===== src/rtl/station_cmd_cntrl.sv =====
// Go/stop command sequencer: latches a destination station, consumes barcode IDs
// and gates motion; optional piezo tone while obstructed (compile with PIEZO_BUZZ_EN).
module station_cmd_cntrl #(
   parameter int BUZZ_DIV = 12500
) (
   input  logic       clk,
   input  logic       rst_n,
   input  logic [7:0] cmd,
   input  logic       cmd_rdy,
   output logic       clr_cmd_rdy,
   input  logic [7:0] ID,
   input  logic       ID_vld,
   output logic       clr_ID_vld,
   input  logic       OK2Move,
   output logic       go,
   output logic       in_transit,
   output logic       buzz,
   output logic       buzz_n
);

   localparam logic [0:0] IDLE = 1'b0;
   localparam logic [0:0] MOVE = 1'b1;
   localparam logic [1:0] OP_STOP = 2'b00;
   localparam logic [1:0] OP_GO   = 2'b01;

   if (BUZZ_DIV < 2) begin : g_bad_div
      $error("BUZZ_DIV must be at least 2");
   end

   logic [0:0] state, nxt_state;
   logic [5:0] dest_ID, nxt_dest_ID;
   logic       nxt_in_transit;

   // The reader already qualifies ID integrity, so only the low six bits matter.
   logic unused_id_hi;
   assign unused_id_hi = ^ID[7:6];

   always_comb begin
      clr_cmd_rdy    = 1'b0;
      clr_ID_vld     = 1'b0;
      nxt_state      = state;
      nxt_dest_ID    = dest_ID;
      nxt_in_transit = in_transit;
      case (state)
         IDLE: begin
            if (cmd_rdy) begin
               clr_cmd_rdy = 1'b1;
               if (cmd[7:6] == OP_GO) begin
                  nxt_dest_ID    = cmd[5:0];
                  nxt_in_transit = 1'b1;
                  nxt_state      = MOVE;
               end
            end else if (ID_vld) begin
               clr_ID_vld = 1'b1;
            end
         end
         MOVE: begin
            if (cmd_rdy) begin
               clr_cmd_rdy = 1'b1;
               case (cmd[7:6])
                  OP_GO:   nxt_dest_ID = cmd[5:0];
                  OP_STOP: begin
                     nxt_in_transit = 1'b0;
                     nxt_state      = IDLE;
                  end
                  default: ;
               endcase
            end else if (ID_vld) begin
               clr_ID_vld = 1'b1;
               if (ID[5:0] == dest_ID) begin
                  nxt_in_transit = 1'b0;
                  nxt_state      = IDLE;
               end
            end
         end
         default: begin
            nxt_state      = IDLE;
            nxt_in_transit = 1'b0;
         end
      endcase
   end

   always_ff @(posedge clk or negedge rst_n) begin
      if (!rst_n) begin
         state      <= IDLE;
         dest_ID    <= 6'h00;
         in_transit <= 1'b0;
      end else begin
         state      <= nxt_state;
         dest_ID    <= nxt_dest_ID;
         in_transit <= nxt_in_transit;
      end
   end

   assign go = in_transit & OK2Move;

`ifdef PIEZO_BUZZ_EN
   localparam int CW = $clog2(BUZZ_DIV);

   logic [CW-1:0] buzz_cnt;
   logic          blocked;
   assign blocked = in_transit & ~OK2Move;

   always_ff @(posedge clk or negedge rst_n) begin
      if (!rst_n) begin
         buzz_cnt <= '0;
         buzz     <= 1'b0;
      end else if (!blocked) begin
         buzz_cnt <= '0;
         buzz     <= 1'b0;
      end else if (buzz_cnt == CW'(BUZZ_DIV - 1)) begin
         buzz_cnt <= '0;
         buzz     <= ~buzz;
      end else begin
         buzz_cnt <= buzz_cnt + 1'b1;
      end
   end
`else
   assign buzz = 1'b0;
`endif

   assign buzz_n = ~buzz;

endmodule


===== config.mk =====
export PLATFORM = sky130hd
export DESIGN_NAME = station_cmd_cntrl
export DESIGN_NICKNAME = d
export VERILOG_FILES = /design/src/rtl/station_cmd_cntrl.sv
export SDC_FILE = /design/constraint.sdc
export NUM_CORES = 1
export LEC_CHECK = 0
export ABC_CLOCK_PERIOD_IN_PS = 2100
export CAP_MARGIN = 10
export CORE_AREA = 4 4 41 43
export DETAILED_ROUTE_END_ITERATION = 10
export DIE_AREA = 0 0 45 47
export MAX_ROUTING_LAYER = met4
export PLACE_DENSITY = 0.72
export REMOVE_ABC_BUFFERS = 1
export SLEW_MARGIN = 20
export SYNTH_ARGS = -nofsm -noshare
export SYNTH_HDL_FRONTEND = slang
export SYNTH_SLANG_ARGS = --single-unit

===== constraint.sdc =====
create_clock -name clk -period 2.1 [get_ports clk]
set_clock_uncertainty 0.05 [all_clocks]
set_input_delay 0.525 -clock clk [delete_from_list [all_inputs] [get_ports clk]]
set_output_delay 0.525 -clock clk [all_outputs]
set_load 0.01 [all_outputs]

==> reports/metrics.cfg, run 1 <==
[route]
routed_wirelength_um=879
drt.antenna.violating_nets=0
drt-vias-per-instance=4.58
drtIter0Drc=7
drc_errors=0
wl_per_cell_um=11.3
vias=357
drtPass1Iterations=4

[status]
outcome=completed

[logic_synthesis]
ys_ff_latch=8
synth_area_leaders=dfrtp_1, mux2_2, xnor2_1, buf_4, xor2_1
avgSynthCellArea_um2=11.1
netlist_area_um2=434
synth_warnings=0
synthCells=39
synth_area_leader_cell=dfrtp_1
synth_cell_types=17
synth_top_area_share_pct=46.1
yosysSeqAreaShare_pct=46.1

[final_layout]
fin_area_um2=686
final_cell_mix=clkdlybuf4s50_1, dfrtp_1, mux2_2, xnor2_1
area_growth_syn_to_layout_pct=57.9
nets=86
drive_above_1_share_pct=19.0
final_common_cell=clkdlybuf4s50_1
antennaDiodeCount=0

[floorplanning]
row_count=13
die_w_um=45
die_h_um=47
die-area_mm2=0.00212
io-pin-count=27
start_util_pct=33.4
core_mm2=0.00130

[global_route]
grt_usage_pct=10.2
gr-total-overflow=0
grt_pass1_vias=353
grt_pass1_wl_mm=1.40
grt_antenna_before_repair=0
grt_max_degree=9

[worst_setup_path]
crit_start=cmd_rdy
endpoint_kind=output port
cp.arrival_ns=1.44
cp_max_fo=3
rr_startpoint=dest_ID[3]
startpoint_type=input pin
critical_path_class=input pin to output port
r2r_slack_ns=0.84
required_ns=1.52

[run]
maxCapViolCount=0

[power_and_ir_drop]
ir_drop_v=0.000325
netSwitchingPower_uw=107
pwr-share-comb_pct=26.8
power_frac_clock_pct=27.2
leakagePower_nw=0.298
p_sw_share_pct=24.9
powerDensity_mw_per_mm2=628
power_frac_seq_pct=46.0
p_int_uw=323

[timing]
max_freq_mhz=497
period_minus_slack_ns=2.01
timing.hold.ws_ns=0.454
hold_violations=0
maxSlewViolCount=0
rsz0062_at_grt=false
min_period_over_period_pct=95.9
finalSetupViolCount=0

[clock_network]
clockBufferDepth=2
clk_pin_slew_worst_paths_ns=0.05
cts_max_level=1
cts_tree=built
cts_sinks=8
cts_buffers=3
postCtsSetupRepairBufs=0
clkLatencyLatePin_ns=0.25
cts_root_buf=clkbuf_4

[placed_design]
io_buffers=22
postPlaceCellArea_um2=666
place.gp.congestion=0.687
dpl.hpwl_um=723

[worst_hold_path]
hold_class=flop to flop
hold_start=state

==> registers in the layout, indices dropped and copies added, names as in the netlist <==
register,cells
in_transit,1
state,1
dest_ID,6
==> cells in the mapped netlist <==
cell	number
and2_1	1
xor2_1	2
nand3b_2	1
o21ai_0	1
and2b_1	1
inv_1	2
o31ai_1	1
nand4_1	1
a32oi_1	1
xnor2_1	4
buf_4	3
dfrtp_1	8
nor2_1	1
nor3_1	1
conb_1	2
a21oi_1	3
mux2_2	6
==> metrics by stage <==
| stage | power [mW] | util (%) | setup slack, ns | cells | TNS [ns] |
|---|---|---|---|---|---|
| floorplan | 0.256 | - | 0.758 | 36 | 0 |
| global placement | 0.315 | 51.2 | -0.205 | 75 | -0.322 |
| detailed placement | 0.319 | 51.2 | -0.197 | 75 | -0.314 |
| CTS | 0.438 | 52.6 | 0.0305 | 78 | 0 |
| global route | 0.466 | 52.7 | 0.0411 | 78 | 0 |
| finish | 0.430 | 52.7 | 0.0870 | 78 | 0 |
==> power groups by stage <==
stage | combinational (mW) | clock (mW) | sequential (mW)
after floorplan | 0.0586 | 0 | 0.197
after global placement | 0.117 | 0 | 0.199
after detailed placement | 0.119 | 0 | 0.201
after CTS | 0.116 | 0.124 | 0.198
after global routing | 0.127 | 0.137 | 0.202
final | 0.115 | 0.117 | 0.198
==> critical path: stages <==
cell,delay [ns]
clkdlybuf4s50_1,0.49
and2b_1,0.20
clkdlybuf4s15_1,0.23
==> area by class of cell <==
class	instances	area, µm²
clock buffers	3	22.5
fillers	130	616
inverters	2	7.51
multi-input cells	26	204
flip-flops and latches	8	200
well taps	15	18.8
repair buffers	24	233
==> metal layers <==
layer / up-vias / global-route usage, % / wire length, µm
li1: 176 / - / -
met1: 165 / 9.35 / 352
met2: 16 / 16.9 / 432
met3: 0 / 3.45 / 95
met4: 0 / 8.77 / 0
met5: - / - / 0
==> worst paths after layout <==
| path | to | cells past startpoint |
|---|---|---|
| setup / recovery | clr_ID_vld | 3 |
| hold / removal | state | 1 |
| setup reg to reg | state | 4 |
| hold reg to reg | state | 1 |
| max in group asynchronous | dest_ID[2] | 1 |
| min in group asynchronous | dest_ID[3] | 1 |
==> timing repair <==
action,in CTS,in global routing
resized for setup,3,1
hold buffers,0,0
gates cloned,0,0
endpoints found under the setup margin,3,1
==> kinds of logic (layout without fill, tap and decap cells) <==
group	Yosys count	after routing	synth area share, %
DFF	8	8	46.1
AOI/OAI and AO/OA	6	6	8.36
xor gates and xnor gates	6	6	12.1
muxes	6	6	15.6
and+or+nand+nor	6	6	9.22
buffers and inverters	5	29	6.92
other	2	2	1.73
Note: power is estimated with default switching activity, not from simulation.
==> run 2, diff against run 1 <==
Settings changed: ABC_CLOCK_PERIOD_IN_PS 2100 to 2350.
Clock period 2.1 ns to 2.35 ns, I/O delays scaled along.
==> reports/metrics.cfg, run 2 (synthesis gave the netlist of run 1 again) <==
[status]
outcome=completed

[worst_setup_path]
slowest_delay_ns=0.54
crit_end=clr_cmd_rdy
path_depth=2
crit_top_cell=clkdlybuf4s50_1
crit_slowest_cell=clkdlybuf4s50_1
required_ns=1.71
worstRegToRegCells=4
crit_chain=clkdlybuf4s50_1, clkdlybuf4s50_1
rr_startpoint=dest_ID[1]
critical_path_class=input pin to output port
crit_start=cmd_rdy
endpoint_kind=output port
startpoint_type=input pin
cp_top_family=buffers and inverters
r2r_slack_ns=1.09
cp_max_fo=3
crit_buf_inv=2
cp.arrival_ns=1.64
r2r-end=state

[floorplanning]
row_count=13
die-area_mm2=0.00212
die_h_um=47
core_mm2=0.00130
start_util_pct=33.4
io-pin-count=27
die_w_um=45

[timing]
rsz0062_at_grt=false
min_period_over_period_pct=96.7
period_minus_slack_ns=2.27
max_freq_mhz=440
finalSetupViolCount=0
hold_violations=0
worst_slack_ns=0.0767
maxSlewViolCount=0

[run]
maxCapViolCount=0

[final_layout]
antennaDiodeCount=0
drive_above_1_share_pct=19.0
final_cell_mix=clkdlybuf4s50_1, dfrtp_1, mux2_2, xnor2_1
largest_register_ffs=6
area_growth_syn_to_layout_pct=58.8
largestRegisters=dest_ID: 6 flops, in_transit: 1 flops, state: 1 flops
n_fill_cell=130
fin_cells=78
max_flop_register=dest_ID
nets=86
final_common_cell=clkdlybuf4s50_1

[placed_design]
dp_slack_ns=-0.0822
io_buffers=22
placed_cells=75
place.gp.congestion=0.662
dpl.hpwl_um=745

[worst_hold_path]
hold_class=flop to flop

[clock_network]
postCtsSetupRepairBufs=0
cts_sinks=8
clockBufferDepth=2
cts_root_buf=clkbuf_4
clkLatencyLatePin_ns=0.25
ctsHoldBuffers=0
clk_pin_slew_worst_paths_ns=0.05
cts_max_level=1
cts_buffers=3
cts_tree=built

[route]
routed_wirelength_um=879
vias=352
drtPass1Iterations=2
drt.antenna.violating_nets=0
drt-vias-per-instance=4.51
drc_errors=0
drtIter0Drc=6
wl_per_cell_um=11.3

[global_route]
grt_antenna_before_repair=0
grt_max_degree=9
grtUsageMet3_pct=3.83
grt_busiest_layer=met2
grt_pass1_wl_mm=1.44
gr-total-overflow=0
grt_pass1_vias=369
grt_use_met2_pct=17.2
grt_usage_pct=10.2
grt.met1_usage_pct=9.60

[power_and_ir_drop]
powerDensity_mw_per_mm2=558
ir_drop_v=0.000303
leakagePower_nw=0.307

## run 2: worst min-delay path by stage
stage               start  cells past startpoint  slack (ns)    endpoint
CTS                 state                      1        0.45       state
detailed placement  state                      1        0.44       state
floorplan           rst_n                      0        0.24  dest_ID[0]
global route        state                      1        0.47       state
finish              state                      1        0.44       state
global placement    state                      1        0.43       state
## run 2: power by group
part | leakage, nW | internal (mW) | switching [mW]
clock network | 0.0138 | 0.0584 | 0.0460
logic | 0.201 | 0.0703 | 0.0338
registers | 0.0927 | 0.161 | 0.0152
total | 0.307 | 0.290 | 0.0950
## run 2: final cells by class
cell class / instances / area [µm²] / share of cell area (%)
Inverter: 2 / 7.51 / 1.09
Clock buffer: 3 / 22.5 / 3.27
Timing Repair Buffer: 24 / 236 / 34.3
Tap cell: 15 / 18.8 / 2.72
Multi-Input combinational cell: 26 / 204 / 29.6
Sequential cell: 8 / 200 / 29.0
## run 2: what timing repair did
action	CTS	global route
cloned	0	0
resized for setup	1	1
endpoints found under the hold margin	0	0
pin swaps	0	0
setup endpoints to repair	1	1
## run 2: layer usage
layer,part of all wire [%],up-vias,wire (µm)
met4,0,0,0
met5,0,-,0
met2,52,16,454
met1,38,159,330
li1,-,177,-
met3,11,0,93
## run 2: through the flow
stage | TNS (ns) | area, µm² | utilization (%) | power [mW] | hold slack, ns
6_report | 0 | 689 | 53.0 | 0.385 | 0.439
5_1_grt | 0 | 689 | 53.0 | 0.414 | 0.467
4_1_cts | 0 | 687 | 52.8 | 0.391 | 0.448
3_5_place_dp | -0.0822 | 666 | 51.2 | 0.286 | 0.444
3_3_place_gp | -0.0804 | 666 | 51.2 | 0.282 | 0.430
2_1_floorplan | 0 | 412 | - | 0.229 | 0.242
